$ cat src/rtl/periph_bus_arbiter.sv
// periph_bus_arbiter: round-robin arbiter that shares the peripheral bus
// between two masters (M0 = CPU load/store unit, M1 = debug/DMA port).
// Each access runs as a fixed four-state sequence:
// IDLE -> ACCESS -> CAPTURE -> ACK.
// Peripheral q is captured one cycle after the bus strobe, and the result
// is returned to the granted master together with a one-cycle ack.
module periph_bus_arbiter #(
    parameter int NUM_PERIPH = 4,
    parameter int SEL_W      = 2
) (
    input  logic                    clk,
    input  logic                    rst,
    input  logic                    m0_req,
    input  logic                    m0_we,
    input  logic [SEL_W+10:0]       m0_addr,
    input  logic [31:0]             m0_wdata,
    output logic [31:0]             m0_rdata,
    output logic                    m0_ack,
    output logic                    m0_err,
    input  logic                    m1_req,
    input  logic                    m1_we,
    input  logic [SEL_W+10:0]       m1_addr,
    input  logic [31:0]             m1_wdata,
    output logic [31:0]             m1_rdata,
    output logic                    m1_ack,
    output logic                    m1_err,
    output logic [10:0]             p_address,
    output logic [31:0]             p_data,
    output logic                    p_rden,
    output logic                    p_wren,
    output logic [NUM_PERIPH-1:0]   p_clken,
    input  logic [32*NUM_PERIPH-1:0] p_q
);

    typedef enum logic [1:0] {IDLE, ACCESS, CAPTURE, ACK} state_t;

    // Width-matched peripheral count, used for the out-of-range select check.
    localparam logic [SEL_W:0] NP = (SEL_W+1)'(NUM_PERIPH);

    state_t state, state_next;

    logic              start;
    logic              grant_next;
    logic              grant;        // 0 = M0, 1 = M1 for the access in flight
    logic              last_grant;
    logic              req_we;
    logic [SEL_W+10:0] req_addr;
    logic [31:0]       req_wdata;
    logic [SEL_W-1:0]  req_sel;
    logic              req_err;
    logic [NUM_PERIPH-1:0] req_onehot;
    logic              we_q;
    logic              err_q;
    logic [SEL_W-1:0]  sel_q;
    logic [31:0]       q_sel;
    logic [31:0]       rd_value;

    // State register.
    always_ff @(posedge clk or posedge rst) begin
        if (rst) begin
            state <= IDLE;
        end else begin
            state <= state_next;
        end
    end

    // Next-state logic. An access starts only from IDLE, so requests seen
    // during the other three states are not acted on.
    always_comb begin
        // NOTE: every always_comb output gets a default first so no path can
        // leave it unassigned (which would infer a latch).
        state_next = state;
        start      = 1'b0;
        case (state)
            IDLE: begin
                if (m0_req || m1_req) begin
                    start      = 1'b1;
                    state_next = ACCESS;
                end
            end
            ACCESS:  state_next = CAPTURE;
            CAPTURE: state_next = ACK;
            ACK:     state_next = IDLE;
            default: state_next = IDLE;
        endcase
    end

    // Arbitration and request decode. On a tie the master that was not
    // granted last time wins; otherwise the only requester is chosen.
    always_comb begin
        grant_next = (m0_req && m1_req) ? ~last_grant : m1_req;
        req_we     = grant_next ? m1_we    : m0_we;
        req_addr   = grant_next ? m1_addr  : m0_addr;
        req_wdata  = grant_next ? m1_wdata : m0_wdata;
        req_sel    = req_addr[SEL_W+10:11];
        req_err    = ({1'b0, req_sel} >= NP);
        req_onehot = '0;
        for (int i = 0; i < NUM_PERIPH; i++) begin
            req_onehot[i] = (req_sel == SEL_W'(i));
        end
    end

    // Pick the q bus of the latched select. Writes and bad selects return 0.
    always_comb begin
        q_sel = '0;
        for (int i = 0; i < NUM_PERIPH; i++) begin
            if (sel_q == SEL_W'(i)) begin
                q_sel = p_q[32*i +: 32];
            end
        end
        rd_value = (we_q || err_q) ? 32'h0 : q_sel;
    end

    // Datapath and bus outputs. Each register is updated in the state where
    // that part of the access sequence happens.
    always_ff @(posedge clk or posedge rst) begin
        // NOTE: sequential state uses non-blocking assignments, so every
        // right-hand side below sees the value from before the clock edge.
        if (rst) begin
            grant      <= 1'b0;
            last_grant <= 1'b1;
            we_q       <= 1'b0;
            err_q      <= 1'b0;
            sel_q      <= '0;
            p_address  <= '0;
            p_data     <= '0;
            p_rden     <= 1'b0;
            p_wren     <= 1'b0;
            p_clken    <= '0;
            m0_rdata   <= '0;
            m0_ack     <= 1'b0;
            m0_err     <= 1'b0;
            m1_rdata   <= '0;
            m1_ack     <= 1'b0;
            m1_err     <= 1'b0;
        end else begin
            case (state)
                IDLE: begin
                    if (start) begin
                        grant      <= grant_next;
                        last_grant <= grant_next;
                        we_q       <= req_we;
                        err_q      <= req_err;
                        sel_q      <= req_sel;
                        p_address  <= req_addr[10:0];
                        p_data     <= req_wdata;
                        p_rden     <= ~req_we & ~req_err;
                        p_wren     <= req_we & ~req_err;
                        p_clken    <= req_err ? '0 : req_onehot;
                    end
                end
                ACCESS: begin
                    p_rden  <= 1'b0;
                    p_wren  <= 1'b0;
                    p_clken <= '0;
                end
                CAPTURE: begin
                    if (grant) begin
                        m1_rdata <= rd_value;
                        m1_ack   <= 1'b1;
                        m1_err   <= err_q;
                    end else begin
                        m0_rdata <= rd_value;
                        m0_ack   <= 1'b1;
                        m0_err   <= err_q;
                    end
                end
                ACK: begin
                    m0_ack <= 1'b0;
                    m0_err <= 1'b0;
                    m1_ack <= 1'b0;
                    m1_err <= 1'b0;
                end
                default: ;
            endcase
        end
    end

endmodule
$ cat config.mk
export PLATFORM = sky130hd
export DESIGN_NAME = periph_bus_arbiter
export DESIGN_NICKNAME = d
export VERILOG_FILES = /design/src/rtl/periph_bus_arbiter.sv
export SDC_FILE = /design/constraint.sdc
export NUM_CORES = 1
export LEC_CHECK = 0
export CAP_MARGIN = 20
export CORE_ASPECT_RATIO = 1.5
export CORE_MARGIN = 10
export CORE_UTILIZATION = 43
export CTS_BUF_LIST = sky130_fd_sc_hd__clkbuf_2 sky130_fd_sc_hd__clkbuf_4 sky130_fd_sc_hd__clkbuf_8
export CTS_CLUSTER_DIAMETER = 30
export CTS_CLUSTER_SIZE = 24
export DETAILED_ROUTE_END_ITERATION = 8
export PLACE_DENSITY = 0.89
export REMOVE_ABC_BUFFERS = 1
export SLEW_MARGIN = 25
export SYNTH_ARGS = -nofsm -noshare
export SYNTH_HDL_FRONTEND = slang
export SYNTH_SLANG_ARGS = --single-unit
export TNS_END_PERCENT = 20
$ cat constraint.sdc
create_clock -name clk -period 7.03 [get_ports clk]
set_input_delay 1.406 -clock clk [delete_from_list [all_inputs] [get_ports clk]]
set_output_delay 1.406 -clock clk [all_outputs]
set_load 0.05 [all_outputs]
# Word-level counts from Yosys, hierarchy flattened
# Index checks and enable logic that the tools add are counted.
# totals
input_bits	224
output_inout_bits	117
reg_bits	124
# classes
n_mux	27
reduce_logical	13
eq_ne	13
bitwise_logic	3
# op_table
operator	n
$mux W32	6
$mux W13	1
$eq A2 B2 Y1 const B	6
$pmux W1 S2	6
$reduce_and A2 Y1	6
$mux W1	10
$ne A2 B2 Y1 const B	4
$pmux W2 S4	1
$pmux W4 S2	1
$eq A2 B1 Y1 const B	3
$logic_not A2 Y1	3
$mux W4	1
$reduce_bool A2 Y1	2
$not A1 Y1	3
$mux W2	1
$logic_and A1 B1 Y1	1
$logic_or A1 B1 Y1	1

# Logic depth before layout (Yosys ltp)
# logic_depth
depth_word	6
mapped_depth	7

# Least setup slack after synthesis
# OpenSTA, ideal clock, no wires.
# synth_path
path_type	input port to flip-flop
from	input port m1_req
to	register p_address[0]
path_slack_ns	4.707
n_path_buf	2
arrival_ns	2.241
cell_stages	5
path_cell_list	o21ai_0 -> buf_4 -> buf_2 -> nand2_1 -> o21ai_0
# synth_between
elab_chain_len	4
elab_cells_between_ends	7
# synth_lines
item	line_no	text
from (decl)	20	input logic m1_req,
$logic_or A1 B1 Y1	76	if (m0_req || m1_req) begin
$mux W1	76	
$mux W1	74	case (state)
$reduce_and A2 Y1 (no source line)	n/a	
to (signal assigned)	145	p_address <= req_addr[10:0];
to (decl)	27	output logic [10:0] p_address,
# Several ways; a longest one is shown, not always the timed one.
# A chain may end at the register's enable or synchronous reset.

# Worst setup path in the final report
# layout_path
from	input port m1_req
to	register we_q
# layout_between
elab_chain_len	4
elab_cells_between_ends	7
# layout_lines
item	line_no	text
$logic_or A1 B1 Y1	76	
$mux W1	76	
$mux W1	74	
$reduce_and A2 Y1 (no source line)	n/a	
to (signal assigned)	142	we_q <= req_we;
to (decl)	52	logic we_q;
# Several ways; a longest one is shown, not always the timed one.

==> metrics.json <==
{
  "outcome": "completed",
  "grt_start_max_net_pins": 96,
  "drtIter0Drc": 122,
  "yosysSeqAreaShare": 0.508,
  "synthesis.instances": 585,
  "timing.max_cap.violations": 0,
  "ant_nets": 0,
  "num_antenna_cells": 0,
  "fillerInstances": 958,
  "cts_buffers": 17,
  "p_seq_frac": 0.250,
  "power.share.clock": 0.144,
  "grt_overflow": 0,
  "power.switching_mw": 2.39,
  "finalCritPeriodShare": 0.440,
  "storage_cell_area_um2": 3060,
  "power_switching_share": 0.489,
  "final_hold_fails": 0,
  "multi_input_comb_area_um2": 2720,
  "cts_htree_levels": 4,
  "clk_pin_slew_worst_paths_ns": 0.07,
  "path_class": "in2reg",
  "grt_antenna_before_repair": 0,
  "port_buffers": 338,
  "setup_violations": 0,
  "actual_transition_at_the_worst_max_transition_pin_ns": 0.970,
  "insertion_delay_of_the_later_clocked_pin_in_the_worst_skew_pair_ns": 0.43,
  "powerDensity_nw_per_um2": 495,
  "floorplan.io_pins": 341,
  "required_time_worst_endpoint_ns": 7.31,
  "area_of_the_die_um2": 19200,
  "power_frac_comb": 0.606,
  "clock_sink_count": 122,
  "final_cells": 1076,
  "synth_warnings": 0,
  "postCtsHoldBufs": 0,
  "wl_per_cell_um": 19.8,
  "vdd_drop_max_uv": 305,
  "floorplan.die.height_um": 165,
  "unrepaired_setup_endpoints_after_global_routing": "false",
  "globalRouteTotalUtil": 0.219,
  "max_clock_freq_ghz": 0.323,
  "area_growth_pct": 64.5,
  "tritoncts": "built",
  "routed_wirelength_mm": 21.3,
  "clock_tree.buffer_depth": 2,
  "critical_path_peak_fanout": 50,
  "place.detailed.hpwl_mm": 16.9,
  "grt_first_pass_wirelength_mm": 32.3,
  "die_width_um": 117,
  "synth.distinct_cells": 34,
  "initial_core_util": 0.442,
  "design.core.area_um2": 13600,
  "finish.net_count": 1131,
  "ctsRootBufferMaster": "sky130_fd_sc_hd__clkbuf_8",
  "setup_tns_final_ns": 0,
  "maxSlewHeadroom": 0.353,
  "drive_above_1_share": 0.0514,
  "grt_pass1_vias": 6011,
  "fin_worst_skew_ns": 0.0139,
  "endpoint_kind": "register",
  "floorplan.rows": 52,
  "first_pass_iters": 4,
  "p_int_mw": 2.50,
  "yosys_register_bits": 122,
  "cts.repair.resized": 0,
  "route.vias.total": 5503,
  "min_path_type": "reg2reg",
  "power.leakage_nw": 4.21,
  "period_needed_ns": 3.09,
  "post_cts_buffers": 0,
  "total_placed_cells_including_tap_cells": 1045,
  "syn_avg_cell_area_um2": 10.3,
  "maxSlewViolCount": 0,
  "viasPerCell": 5.11,
  "netlist_area_um2": 6010,
  "start_kind": "input pin",
  "place_congestion": 0.841,
  "cp.arrival_ns": 3.37,
  "route.detailed.drc": 0
}
sequential cells by signal (all words and copies together) (netlist names):
signal,flops
m0_rdata,32
m1_ack,1
grant,1
p_address,11
p_rden,1
p_clken,4
we_q,1
m0_ack,1
m1_rdata,32
sel_q,2
p_data,32
p_wren,1
last_grant,1
state,2
per-layer routing:
metal,vias to the layer above,global-route usage,wire (µm)
li1,2685,-,-
met1,2520,0.214,7270
met2,269,0.382,10900
met3,29,0.105,2590
met4,0,0.0902,599
met5,-,0,0
worst paths after layout:
path / cells after the start / slack [ns] / from / end
worst max-delay path: 5 / 3.94 / m1_req / we_q$_DFFE_PP0P_
worst min-delay path: 2 / 0.48 / m0_rdata[29]$_DFFE_PP0P_ / m0_rdata[29]$_DFFE_PP0P_
worst max register to register: 4 / 4.90 / sel_q[0]$_DFFE_PP0P_ / m1_rdata[14]$_DFFE_PP0P_
worst min register to register: 2 / 0.48 / m0_rdata[29]$_DFFE_PP0P_ / m0_rdata[29]$_DFFE_PP0P_
max in group asynchronous: 3 / 4.26 / rst / p_data[13]$_DFFE_PP0P_
min in group asynchronous: 2 / 1.42 / rst / p_data[23]$_DFFE_PP0P_
worst max-delay path, cell delays in order:
cell and delay (ns):
sky130_fd_sc_hd__clkdlybuf4s50_1 0.62, sky130_fd_sc_hd__a21boi_4 0.21, sky130_fd_sc_hd__buf_4 0.63, sky130_fd_sc_hd__mux2i_1 0.35
sky130_fd_sc_hd__o21ai_0 0.11
per-stage QoR:
| step | power [mW] | hold WS, ns | util | setup slack [ns] | area, µm² |
|---|---|---|---|---|---|
| after floorplan | 3.18 | 0.455 | - | 0.644 | 5770 |
| after detailed placement | 4.22 | 0.470 | 0.693 | 3.51 | 9430 |
| after global routing | 5.17 | 0.503 | 0.727 | 3.81 | 9880 |
| final | 4.89 | 0.478 | 0.727 | 3.94 | 9880 |
| after global placement | 4.16 | 0.461 | 0.693 | 3.52 | 9420 |
| after CTS | 4.94 | 0.485 | 0.726 | 3.90 | 9870 |
Yosys cell counts:
cell type / instances / area, µm²
sky130_fd_sc_hd__a31oi_1: 1 / 6.26
sky130_fd_sc_hd__o21ai_0: 85 / 425
sky130_fd_sc_hd__buf_1: 4 / 15.0
sky130_fd_sc_hd__nor3b_2: 1 / 12.5
sky130_fd_sc_hd__inv_1: 7 / 26.3
sky130_fd_sc_hd__buf_6: 1 / 11.3
sky130_fd_sc_hd__ha_1: 5 / 62.6
sky130_fd_sc_hd__clkbuf_1: 17 / 63.8
sky130_fd_sc_hd__a21o_1: 1 / 7.51
sky130_fd_sc_hd__o31ai_1: 3 / 22.5
sky130_fd_sc_hd__nand4_1: 1 / 6.26
sky130_fd_sc_hd__nand2b_1: 4 / 25.0
sky130_fd_sc_hd__dfstp_2: 1 / 26.3
sky130_fd_sc_hd__nand3_1: 1 / 5.00
sky130_fd_sc_hd__mux2_2: 1 / 11.3
sky130_fd_sc_hd__dfrtp_1: 121 / 3030
sky130_fd_sc_hd__o22a_1: 32 / 280
sky130_fd_sc_hd__or2_2: 1 / 6.26
sky130_fd_sc_hd__conb_1: 1 / 3.75
sky130_fd_sc_hd__o221ai_1: 2 / 17.5
sky130_fd_sc_hd__a21oi_1: 36 / 180
sky130_fd_sc_hd__a21bo_2: 1 / 10.0
sky130_fd_sc_hd__buf_2: 11 / 55.1
sky130_fd_sc_hd__o22ai_1: 1 / 6.26
sky130_fd_sc_hd__nor3_1: 1 / 5.00
sky130_fd_sc_hd__a21boi_1: 1 / 7.51
sky130_fd_sc_hd__nor2_1: 36 / 135
sky130_fd_sc_hd__clkbuf_4: 3 / 22.5
sky130_fd_sc_hd__nand2_1: 78 / 293
sky130_fd_sc_hd__a22o_1: 1 / 8.76
sky130_fd_sc_hd__nor2b_1: 3 / 18.8
sky130_fd_sc_hd__and2_1: 1 / 6.26
sky130_fd_sc_hd__mux2i_1: 112 / 1120
sky130_fd_sc_hd__buf_4: 10 / 75.1
cell usage in the layout (no fill, tap or decap), types with 2 or more instances in the layout:
master / instances
sky130_fd_sc_hd__buf_4: 5
sky130_fd_sc_hd__clkbuf_8: 21
sky130_fd_sc_hd__bufinv_16: 4
sky130_fd_sc_hd__conb_1: 2
sky130_fd_sc_hd__o221ai_1: 2
sky130_fd_sc_hd__mux2i_1: 112
sky130_fd_sc_hd__o31ai_1: 3
sky130_fd_sc_hd__nand2b_1: 3
sky130_fd_sc_hd__ha_1: 5
sky130_fd_sc_hd__dfrtp_1: 120
sky130_fd_sc_hd__o22a_1: 32
sky130_fd_sc_hd__nor2b_1: 3
sky130_fd_sc_hd__inv_1: 6
sky130_fd_sc_hd__a21oi_1: 36
sky130_fd_sc_hd__nor2_1: 36
sky130_fd_sc_hd__nand2_1: 78
sky130_fd_sc_hd__clkbuf_4: 3
sky130_fd_sc_hd__o21ai_0: 84
sky130_fd_sc_hd__clkdlybuf4s50_1: 338
sky130_fd_sc_hd__clkinv_2: 2
cell type report:
class                           instances  share of cell area
Timing Repair Buffer                  343               0.346
Sequential cell                       122               0.310
Multi-Input combinational cell        411               0.275
Clock buffer                           24              0.0315
Tap cell                              162              0.0205
Clock inverter                          7              0.0139
Inverter                                7             0.00291
power groups by stage:
stage               Sequential [mW]  Clock [mW]  Combinational [mW]
finish                         1.23       0.705                2.96
global route                   1.27       0.745                3.16
CTS                            1.23       0.719                2.99
detailed placement             1.24           0                2.98
global placement               1.22           0                2.94
floorplan                      2.33           0               0.858
cell families after synthesis:
logic type | after synthesis | synth area share
compound gates | 164 | 0.162
fa+ha+maj | 5 | 0.0104
buf+inv | 53 | 0.0448
flops | 122 | 0.508
mux | 113 | 0.189
other cells | 1 | 0.000624
simple gates | 127 | 0.0854
Power figures use the tool's default switching activity.
